==> config.mk <==
export PLATFORM = sky130hd
export DESIGN_NAME = hard_png_core_flat
export DESIGN_NICKNAME = d
export VERILOG_FILES = /design/src/rtl/hard_png_core_if.sv /design/src/rtl/hard_png_core.sv /design/src/flat_wrapper.sv
export SDC_FILE = /design/constraint.sdc
export NUM_CORES = 1
export LEC_CHECK = 0
export CAP_MARGIN = 40
export CORE_MARGIN = 2
export CORE_UTILIZATION = 35
export CTS_CLUSTER_DIAMETER = 30
export DETAILED_ROUTE_END_ITERATION = 16
export HOLD_SLACK_MARGIN = 0.06
export MAX_ROUTING_LAYER = met4
export SKIP_CTS_REPAIR_TIMING = 1
export SYNTH_ARGS = -nofsm -noshare
export SYNTH_HDL_FRONTEND = slang
export SYNTH_SLANG_ARGS = --single-unit
==> constraint.sdc <==
create_clock -name clk -period 3.8 [get_ports clk]
set_clock_uncertainty 0.05 [all_clocks]
set_input_delay 0.38 -clock clk [delete_from_list [all_inputs] [get_ports clk]]
set_output_delay 0.38 -clock clk [all_outputs]
set_load 0.02 [all_outputs]
==> src/rtl/hard_png_core_if.sv <==
// Bus between the packet buffer / downstream logic and hard_png_core.
//   idata      : 336-bit buffer word, byte 0 in idata[335:328]
//   busy/done  : parse in progress / one-cycle completion pulse
//   valid/err  : header legality and per-class error flags
//   width ... next_type : decoded IHDR fields and header of the following chunk
interface hard_png_core_if;
    logic [335:0] idata;
    logic         busy;
    logic         done;
    logic         valid;
    logic [3:0]   err;
    logic [31:0]  width;
    logic [31:0]  height;
    logic [7:0]   bit_depth;
    logic [7:0]   color_type;
    logic         interlace;
    logic [31:0]  next_len;
    logic [31:0]  next_type;

    // Producer of buffer words / consumer of results
    modport master (
        output idata,
        input  busy, done, valid, err, width, height, bit_depth,
               color_type, interlace, next_len, next_type
    );

    // The parser itself
    modport slave (
        input  idata,
        output busy, done, valid, err, width, height, bit_depth,
               color_type, interlace, next_len, next_type
    );
endinterface

==> src/rtl/hard_png_core.sv <==
// PNG header parser: detects a new signature word, runs a byte-serial CRC-32
// over the IHDR type+data, validates the header and publishes its fields.
//   clk  : system clock
//   rstn : synchronous reset, active-high
//   bus  : hard_png_core_if.slave (idata in, status and fields out)
module hard_png_core (
    input  logic             clk,
    input  logic             rstn,
    hard_png_core_if.slave   bus
);
    localparam int unsigned WORD_W    = 336;
    localparam int unsigned CNT_W     = 5;
    localparam int unsigned CRC_BYTES = 17;
    localparam logic [63:0] PNG_SIG   = 64'h8950_4E47_0D0A_1A0A;
    localparam logic [31:0] CRC_POLY  = 32'hEDB8_8320;
    localparam logic [31:0] IHDR_LEN  = 32'h0000_000D;
    localparam logic [31:0] IHDR_TYPE = 32'h4948_4452;

    typedef enum logic [1:0] {S_IDLE, S_CRC, S_CHECK} state_t;

    state_t state, state_nxt;

    // Byte 41 is never used, so the frame only keeps bytes 0..40
    logic [WORD_W-1:8]  frame,     frame_d;
    logic [WORD_W-1:0]  last_word, last_word_d;
    logic [31:0]        crc,       crc_d;
    logic [CNT_W-1:0]   cnt,       cnt_d;

    logic        busy_q,  busy_d;
    logic        done_q,  done_d;
    logic        valid_q, valid_d;
    logic [3:0]  err_q,   err_d;
    logic [31:0] width_q, width_d, height_q, height_d;
    logic [7:0]  depth_q, depth_d, ctype_q, ctype_d;
    logic        ilace_q, ilace_d;
    logic [31:0] nlen_q,  nlen_d,  ntype_q,  ntype_d;

    logic        start;
    logic [8:0]  crc_hi;
    logic [7:0]  crc_byte;
    logic [3:0]  err_c;

    // Frame field slices (big-endian)
    wire [31:0] f_len   = frame[271:240];
    wire [31:0] f_type  = frame[239:208];
    wire [31:0] f_width = frame[207:176];
    wire [31:0] f_hgt   = frame[175:144];
    wire [7:0]  f_depth = frame[143:136];
    wire [7:0]  f_ctype = frame[135:128];
    wire [7:0]  f_comp  = frame[127:120];
    wire [7:0]  f_filt  = frame[119:112];
    wire [7:0]  f_ilace = frame[111:104];
    wire [31:0] f_crc   = frame[103:72];
    wire [31:0] f_nlen  = frame[71:40];
    wire [31:0] f_ntype = frame[39:8];

    // Reflected CRC-32 update with one byte, LSB first
    function automatic logic [31:0] crc_update(input logic [31:0] c_in, input logic [7:0] b);
        logic [31:0] c;
        c = c_in ^ {24'h0, b};
        for (int i = 0; i < 8; i++) begin
            c = c[0] ? ({1'b0, c[31:1]} ^ CRC_POLY) : {1'b0, c[31:1]};
        end
        return c;
    endfunction

    function automatic logic depth_ok(input logic [7:0] ct, input logic [7:0] d);
        case (ct)
            8'd0:              depth_ok = (d == 8'd1) || (d == 8'd2) || (d == 8'd4) || (d == 8'd8) || (d == 8'd16);
            8'd2, 8'd4, 8'd6:  depth_ok = (d == 8'd8) || (d == 8'd16);
            8'd3:              depth_ok = (d == 8'd1) || (d == 8'd2) || (d == 8'd4) || (d == 8'd8);
            default:           depth_ok = 1'b0;
        endcase
    endfunction

    // New parse only for a signature word that differs from the last one parsed
    assign start = (state == S_IDLE) && (bus.idata[335:272] == PNG_SIG) && (bus.idata != last_word);

    // CRC covers bytes 12..28; byte 12+cnt starts at bit 239-8*cnt
    assign crc_hi   = 9'(239 - 8 * int'(cnt));
    assign crc_byte = frame[crc_hi -: 8];

    assign err_c[0] = (f_len != IHDR_LEN) || (f_type != IHDR_TYPE);
    assign err_c[1] = (f_width == 32'h0) || (f_hgt == 32'h0) || f_width[31] || f_hgt[31];
    assign err_c[2] = !depth_ok(f_ctype, f_depth) || (f_comp != 8'h0) || (f_filt != 8'h0) || (f_ilace > 8'd1);
    assign err_c[3] = (~crc) != f_crc;

    // State register
    always_ff @(posedge clk) begin
        if (rstn) state <= S_IDLE;
        else      state <= state_nxt;
    end

    // Next-state logic
    always_comb begin
        state_nxt = state;
        case (state)
            S_IDLE:  if (start) state_nxt = S_CRC;
            S_CRC:   if (cnt == CNT_W'(CRC_BYTES - 1)) state_nxt = S_CHECK;
            S_CHECK: state_nxt = S_IDLE;
            default: state_nxt = S_IDLE;
        endcase
    end

    // Output / datapath next values
    always_comb begin
        frame_d     = frame;
        last_word_d = last_word;
        crc_d       = crc;
        cnt_d       = cnt;
        busy_d      = busy_q;
        done_d      = 1'b0;
        valid_d     = valid_q;
        err_d       = err_q;
        width_d     = width_q;
        height_d    = height_q;
        depth_d     = depth_q;
        ctype_d     = ctype_q;
        ilace_d     = ilace_q;
        nlen_d      = nlen_q;
        ntype_d     = ntype_q;
        case (state)
            S_IDLE: begin
                busy_d = 1'b0;
                if (start) begin
                    frame_d     = bus.idata[WORD_W-1:8];
                    last_word_d = bus.idata;
                    crc_d       = 32'hFFFF_FFFF;
                    cnt_d       = '0;
                    busy_d      = 1'b1;
                end
            end
            S_CRC: begin
                crc_d  = crc_update(crc, crc_byte);
                cnt_d  = cnt + CNT_W'(1);
                busy_d = 1'b1;
            end
            S_CHECK: begin
                busy_d   = 1'b0;
                done_d   = 1'b1;
                err_d    = err_c;
                valid_d  = (err_c == 4'h0);
                width_d  = f_width;
                height_d = f_hgt;
                depth_d  = f_depth;
                ctype_d  = f_ctype;
                ilace_d  = f_ilace[0];
                nlen_d   = f_nlen;
                ntype_d  = f_ntype;
            end
            default: busy_d = 1'b0;
        endcase
    end

    // Datapath and output registers
    always_ff @(posedge clk) begin
        if (rstn) begin
            frame     <= '0;
            last_word <= '0;
            crc       <= '0;
            cnt       <= '0;
            busy_q    <= 1'b0;
            done_q    <= 1'b0;
            valid_q   <= 1'b0;
            err_q     <= '0;
            width_q   <= '0;
            height_q  <= '0;
            depth_q   <= '0;
            ctype_q   <= '0;
            ilace_q   <= 1'b0;
            nlen_q    <= '0;
            ntype_q   <= '0;
        end else begin
            frame     <= frame_d;
            last_word <= last_word_d;
            crc       <= crc_d;
            cnt       <= cnt_d;
            busy_q    <= busy_d;
            done_q    <= done_d;
            valid_q   <= valid_d;
            err_q     <= err_d;
            width_q   <= width_d;
            height_q  <= height_d;
            depth_q   <= depth_d;
            ctype_q   <= ctype_d;
            ilace_q   <= ilace_d;
            nlen_q    <= nlen_d;
            ntype_q   <= ntype_d;
        end
    end

    assign bus.busy       = busy_q;
    assign bus.done       = done_q;
    assign bus.valid      = valid_q;
    assign bus.err        = err_q;
    assign bus.width      = width_q;
    assign bus.height     = height_q;
    assign bus.bit_depth  = depth_q;
    assign bus.color_type = ctype_q;
    assign bus.interlace  = ilace_q;
    assign bus.next_len   = nlen_q;
    assign bus.next_type  = ntype_q;
endmodule

==> src/flat_wrapper.sv <==
// flat-port wrapper written by rule: the top's interface ports become plain ports
module hard_png_core_flat 
  (clk, rstn, bus_idata, bus_busy, bus_done, bus_valid, bus_err, bus_width, bus_height, bus_bit_depth, bus_color_type, bus_interlace, bus_next_len, bus_next_type);
  hard_png_core_if bus_i ();
  input  logic clk;
  input  logic rstn;
  input wire logic [$bits(bus_i.idata)-1:0] bus_idata;
  output wire logic [$bits(bus_i.busy)-1:0] bus_busy;
  output wire logic [$bits(bus_i.done)-1:0] bus_done;
  output wire logic [$bits(bus_i.valid)-1:0] bus_valid;
  output wire logic [$bits(bus_i.err)-1:0] bus_err;
  output wire logic [$bits(bus_i.width)-1:0] bus_width;
  output wire logic [$bits(bus_i.height)-1:0] bus_height;
  output wire logic [$bits(bus_i.bit_depth)-1:0] bus_bit_depth;
  output wire logic [$bits(bus_i.color_type)-1:0] bus_color_type;
  output wire logic [$bits(bus_i.interlace)-1:0] bus_interlace;
  output wire logic [$bits(bus_i.next_len)-1:0] bus_next_len;
  output wire logic [$bits(bus_i.next_type)-1:0] bus_next_type;
  assign bus_i.idata = bus_idata;
  assign bus_busy = bus_i.busy;
  assign bus_done = bus_i.done;
  assign bus_valid = bus_i.valid;
  assign bus_err = bus_i.err;
  assign bus_width = bus_i.width;
  assign bus_height = bus_i.height;
  assign bus_bit_depth = bus_i.bit_depth;
  assign bus_color_type = bus_i.color_type;
  assign bus_interlace = bus_i.interlace;
  assign bus_next_len = bus_i.next_len;
  assign bus_next_type = bus_i.next_type;
  hard_png_core u_core (.clk(clk), .rstn(rstn), .bus(bus_i));
endmodule
==> flow_summary.json <==
{
  "status": "complete, no violations",
  "synth.area.mux_share": 0.162,
  "cts-root-buf": "clkbuf_16",
  "drcViolationCount": 0,
  "p_sw_mw": 4.15,
  "finalCritPeriodShare": 0.962,
  "postRouteAntennaNets": 0,
  "synth_compound_area_frac": 0.0739,
  "worst_pin_slew_ns": 0.993,
  "synth-simple-area-share": 0.175,
  "power_frac_comb": 0.056,
  "cts_tree": "yes",
  "syn-num-nets": 3145,
  "drt_pre_antenna_iters": 7,
  "grt_pass1_vias": 24387,
  "max_freq_ghz": 0.274,
  "core_um2": 73200,
  "clkLatencyLatePin_ns": 0.71,
  "initialDrtViolationCount": 2813,
  "async_flop_share": 0,
  "min_period_ns": 3.65,
  "critPathRequiredTime_ns": 4.35,
  "worstPathArrival_ns": 4.20,
  "grt_pass1_wl_mm": 182,
  "startpoint_type": "flop",
  "rsz0062_at_grt": "no",
  "synth-edff-count": 0,
  "drv_slew": 0,
  "htreeDepth": 4,
  "ys_ff_latch": 527,
  "synth_ff_type": "dfxtp_1",
  "placed_area_um2": 33500,
  "die_x_um": 277,
  "synthCells": 2803,
  "clkTransAtPathRegs_ns": 0.05,
  "vdd_drop_max_mv": 0.332,
  "maxCapViolCount": 0,
  "synth-xor-area-share": 0.146,
  "synth_area_per_cell_um2": 9.28,
  "grt.met3_usage": 0.0814,
  "stdcell_count": 4585,
  "syn_area_um2": 26000,
  "drive_gt1_frac": 0.158,
  "place_ws_ns": 0.124,
  "routed-via-count": 25102,
  "antenna_found_initial": 15,
  "whs_ns": 0.184,
  "place_congestion": 1.05,
  "p_clk_frac": 0.645,
  "rows": 99,
  "grt_usage": 0.342,
  "vias_per_cell": 5.47,
  "ys_types": 85,
  "synth_top_family_by_area": "simple AND/OR/NAND/NOR gates",
  "design_area_um2": 38300,
  "pwr-share-seq": 0.299,
  "use_met1": 0.432,
  "clkSinkCount": 527,
  "fin_ws_ns": 0.145,
  "placed_cells": 4330,
  "yosysTopAreaCell": "dfxtp_1",
  "synth.most_common_cell": "dfxtp_1",
  "final_nets": 3847,
  "die_y_um": 277,
  "start_util": 0.355,
  "syn_to_final_growth_pct": 47.4,
  "grt-ovfl-total": 0,
  "yosysWarnings": 0,
  "end_kind": "flop",
  "cts_made_buffers": 132,
  "place_hpwl_mm": 104,
  "tns_ns": 0,
  "grt_start_max_net_pins": 148,
  "routedWlPerCell_um": 28.5,
  "cts.path.max_buffers": 3,
  "final_core_util": 0.524,
  "p_leak_nw": 13.1,
  "synth_top_area_frac": 0.406,
  "ys_seq_area_frac": 0.406,
  "grt_use_met2": 0.513,
  "p_int_mw": 14.4,
  "relSlewSlack": 0.338,
  "synthTopCellsByCount": "dfxtp_1 (527), nor2_1 (359), nand2_1 (327), mux2i_1 (311), xnor2_1 (309)",
  "synthTopCellsByArea": "dfxtp_1 (41%), mux2i_1 (12%), xnor2_1 (10%)",
  "wirelength_mm": 130,
  "port-buffer-count": 489,
  "io_pins": 490,
  "path_max_fanout": 39,
  "synthAdderAreaFrac": 0.00231,
  "finalSetupViolCount": 0,
  "die-area_um2": 76500,
  "p_sw_frac": 0.223,
  "p_total_mw": 18.6,
  "gr-max-usage-layer": "met2",
  "hp-class": "input pin to flop",
  "hold_violations": 0,
  "powerDensity_nw_per_um2": 484,
  "crit_type": "flop to flop"
}
-- registers in the layout, indices dropped and copies added (netlist names), 4 cells and up --
register / flops
u_core.bus.next_type: 32
u_core.bus.bit_depth: 8
u_core.last_word: 336
u_core.cnt: 5
u_core.bus.width: 32
u_core.crc: 32
u_core.bus.color_type: 8
u_core.bus.next_len: 32
u_core.bus.height: 32
u_core.bus.err: 4
-- path summary, 6_finish.rpt --
kind                                          start                                  to  slack [ns]  cells after the start
hold reg to reg   u_core.bus.width[29]$_SDFFE_PP0P_   u_core.bus.width[29]$_SDFFE_PP0P_        0.40                      2
hold / removal                                 rstn  u_core.last_word[313]$_SDFFE_PP0P_        0.18                      2
setup / recovery         u_core.cnt[1]$_SDFFE_PP0P_         u_core.crc[27]$_SDFFE_PP0P_        0.15                     13
setup reg to reg         u_core.cnt[1]$_SDFFE_PP0P_         u_core.crc[27]$_SDFFE_PP0P_        0.15                     13
-- worst max-delay path, cell delays in order, from the launching register on --
cell and delay, ns:
dfxtp_4 0.35, buf_4 0.14, buf_12 0.27, mux4_2 0.61, mux4_2 0.55, nand3_1 0.13, nand4_2 0.18, xor2_4 0.21
buf_4 0.16, buf_4 0.14, xor2_1 0.22, xnor2_1 0.12, xnor2_1 0.13, a221oi_1 0.26
-- power groups by stage --
stage          clock, mW  combinational [mW]  sequential (mW)
6_report            12.0                1.05             5.55
2_1_floorplan          0               0.246             5.65
5_1_grt             12.4                1.06             5.54
3_3_place_gp           0                1.02             5.65
4_1_cts             12.0                1.02             5.55
3_5_place_dp           0                1.02             5.65
-- cell type report --
cell class,count,area [µm²]
sequential,527,10600
fill,6781,34900
timing repair buffer,731,6980
clock buffer,183,3880
tap,959,1200
clock inverter,57,888
antenna,15,37.5
inverter,46,173
multi-input combinational,2067,14600
-- placed cells by master (no fill, tap or decap), drive strengths merged, types with 14 or more instances in the layout --
master	Yosys	final
a211oi	27	27
a21oi	163	163
and2	41	41
buf	59	243
bufinv	0	19
clkbuf	104	183
clkdlybuf4s50	0	488
clkinv	0	25
dfxtp	527	527
diode	0	15
inv	46	49
mux2i	311	311
mux4	44	44
nand2	327	327
nand3	26	26
nand4	84	84
nor2	360	360
nor3	32	32
nor4	76	76
nor4b	14	14
o22ai	21	21
xnor2	319	319
xor2	78	78
-- logic make-up (layout without fill, tap and decap cells) --
family          Yosys count  in the layout
flops                   527            527
buf+inv                 209           1017
compound gates          297            297
other cells               0             15
simple gates            999            999
fa+ha+maj                 5              5
xor+xnor                401            401
mux                     365            365
-- per-layer routing --
layer	vias to the layer above	routed length [µm]	part of all wire
met3	255	12800	0.098
li1	11178	-	-
met4	0	6500	0.050
met1	12226	53200	0.41
met2	1443	58000	0.44
met5	-	0	0
(Power assumes the default switching activity.)
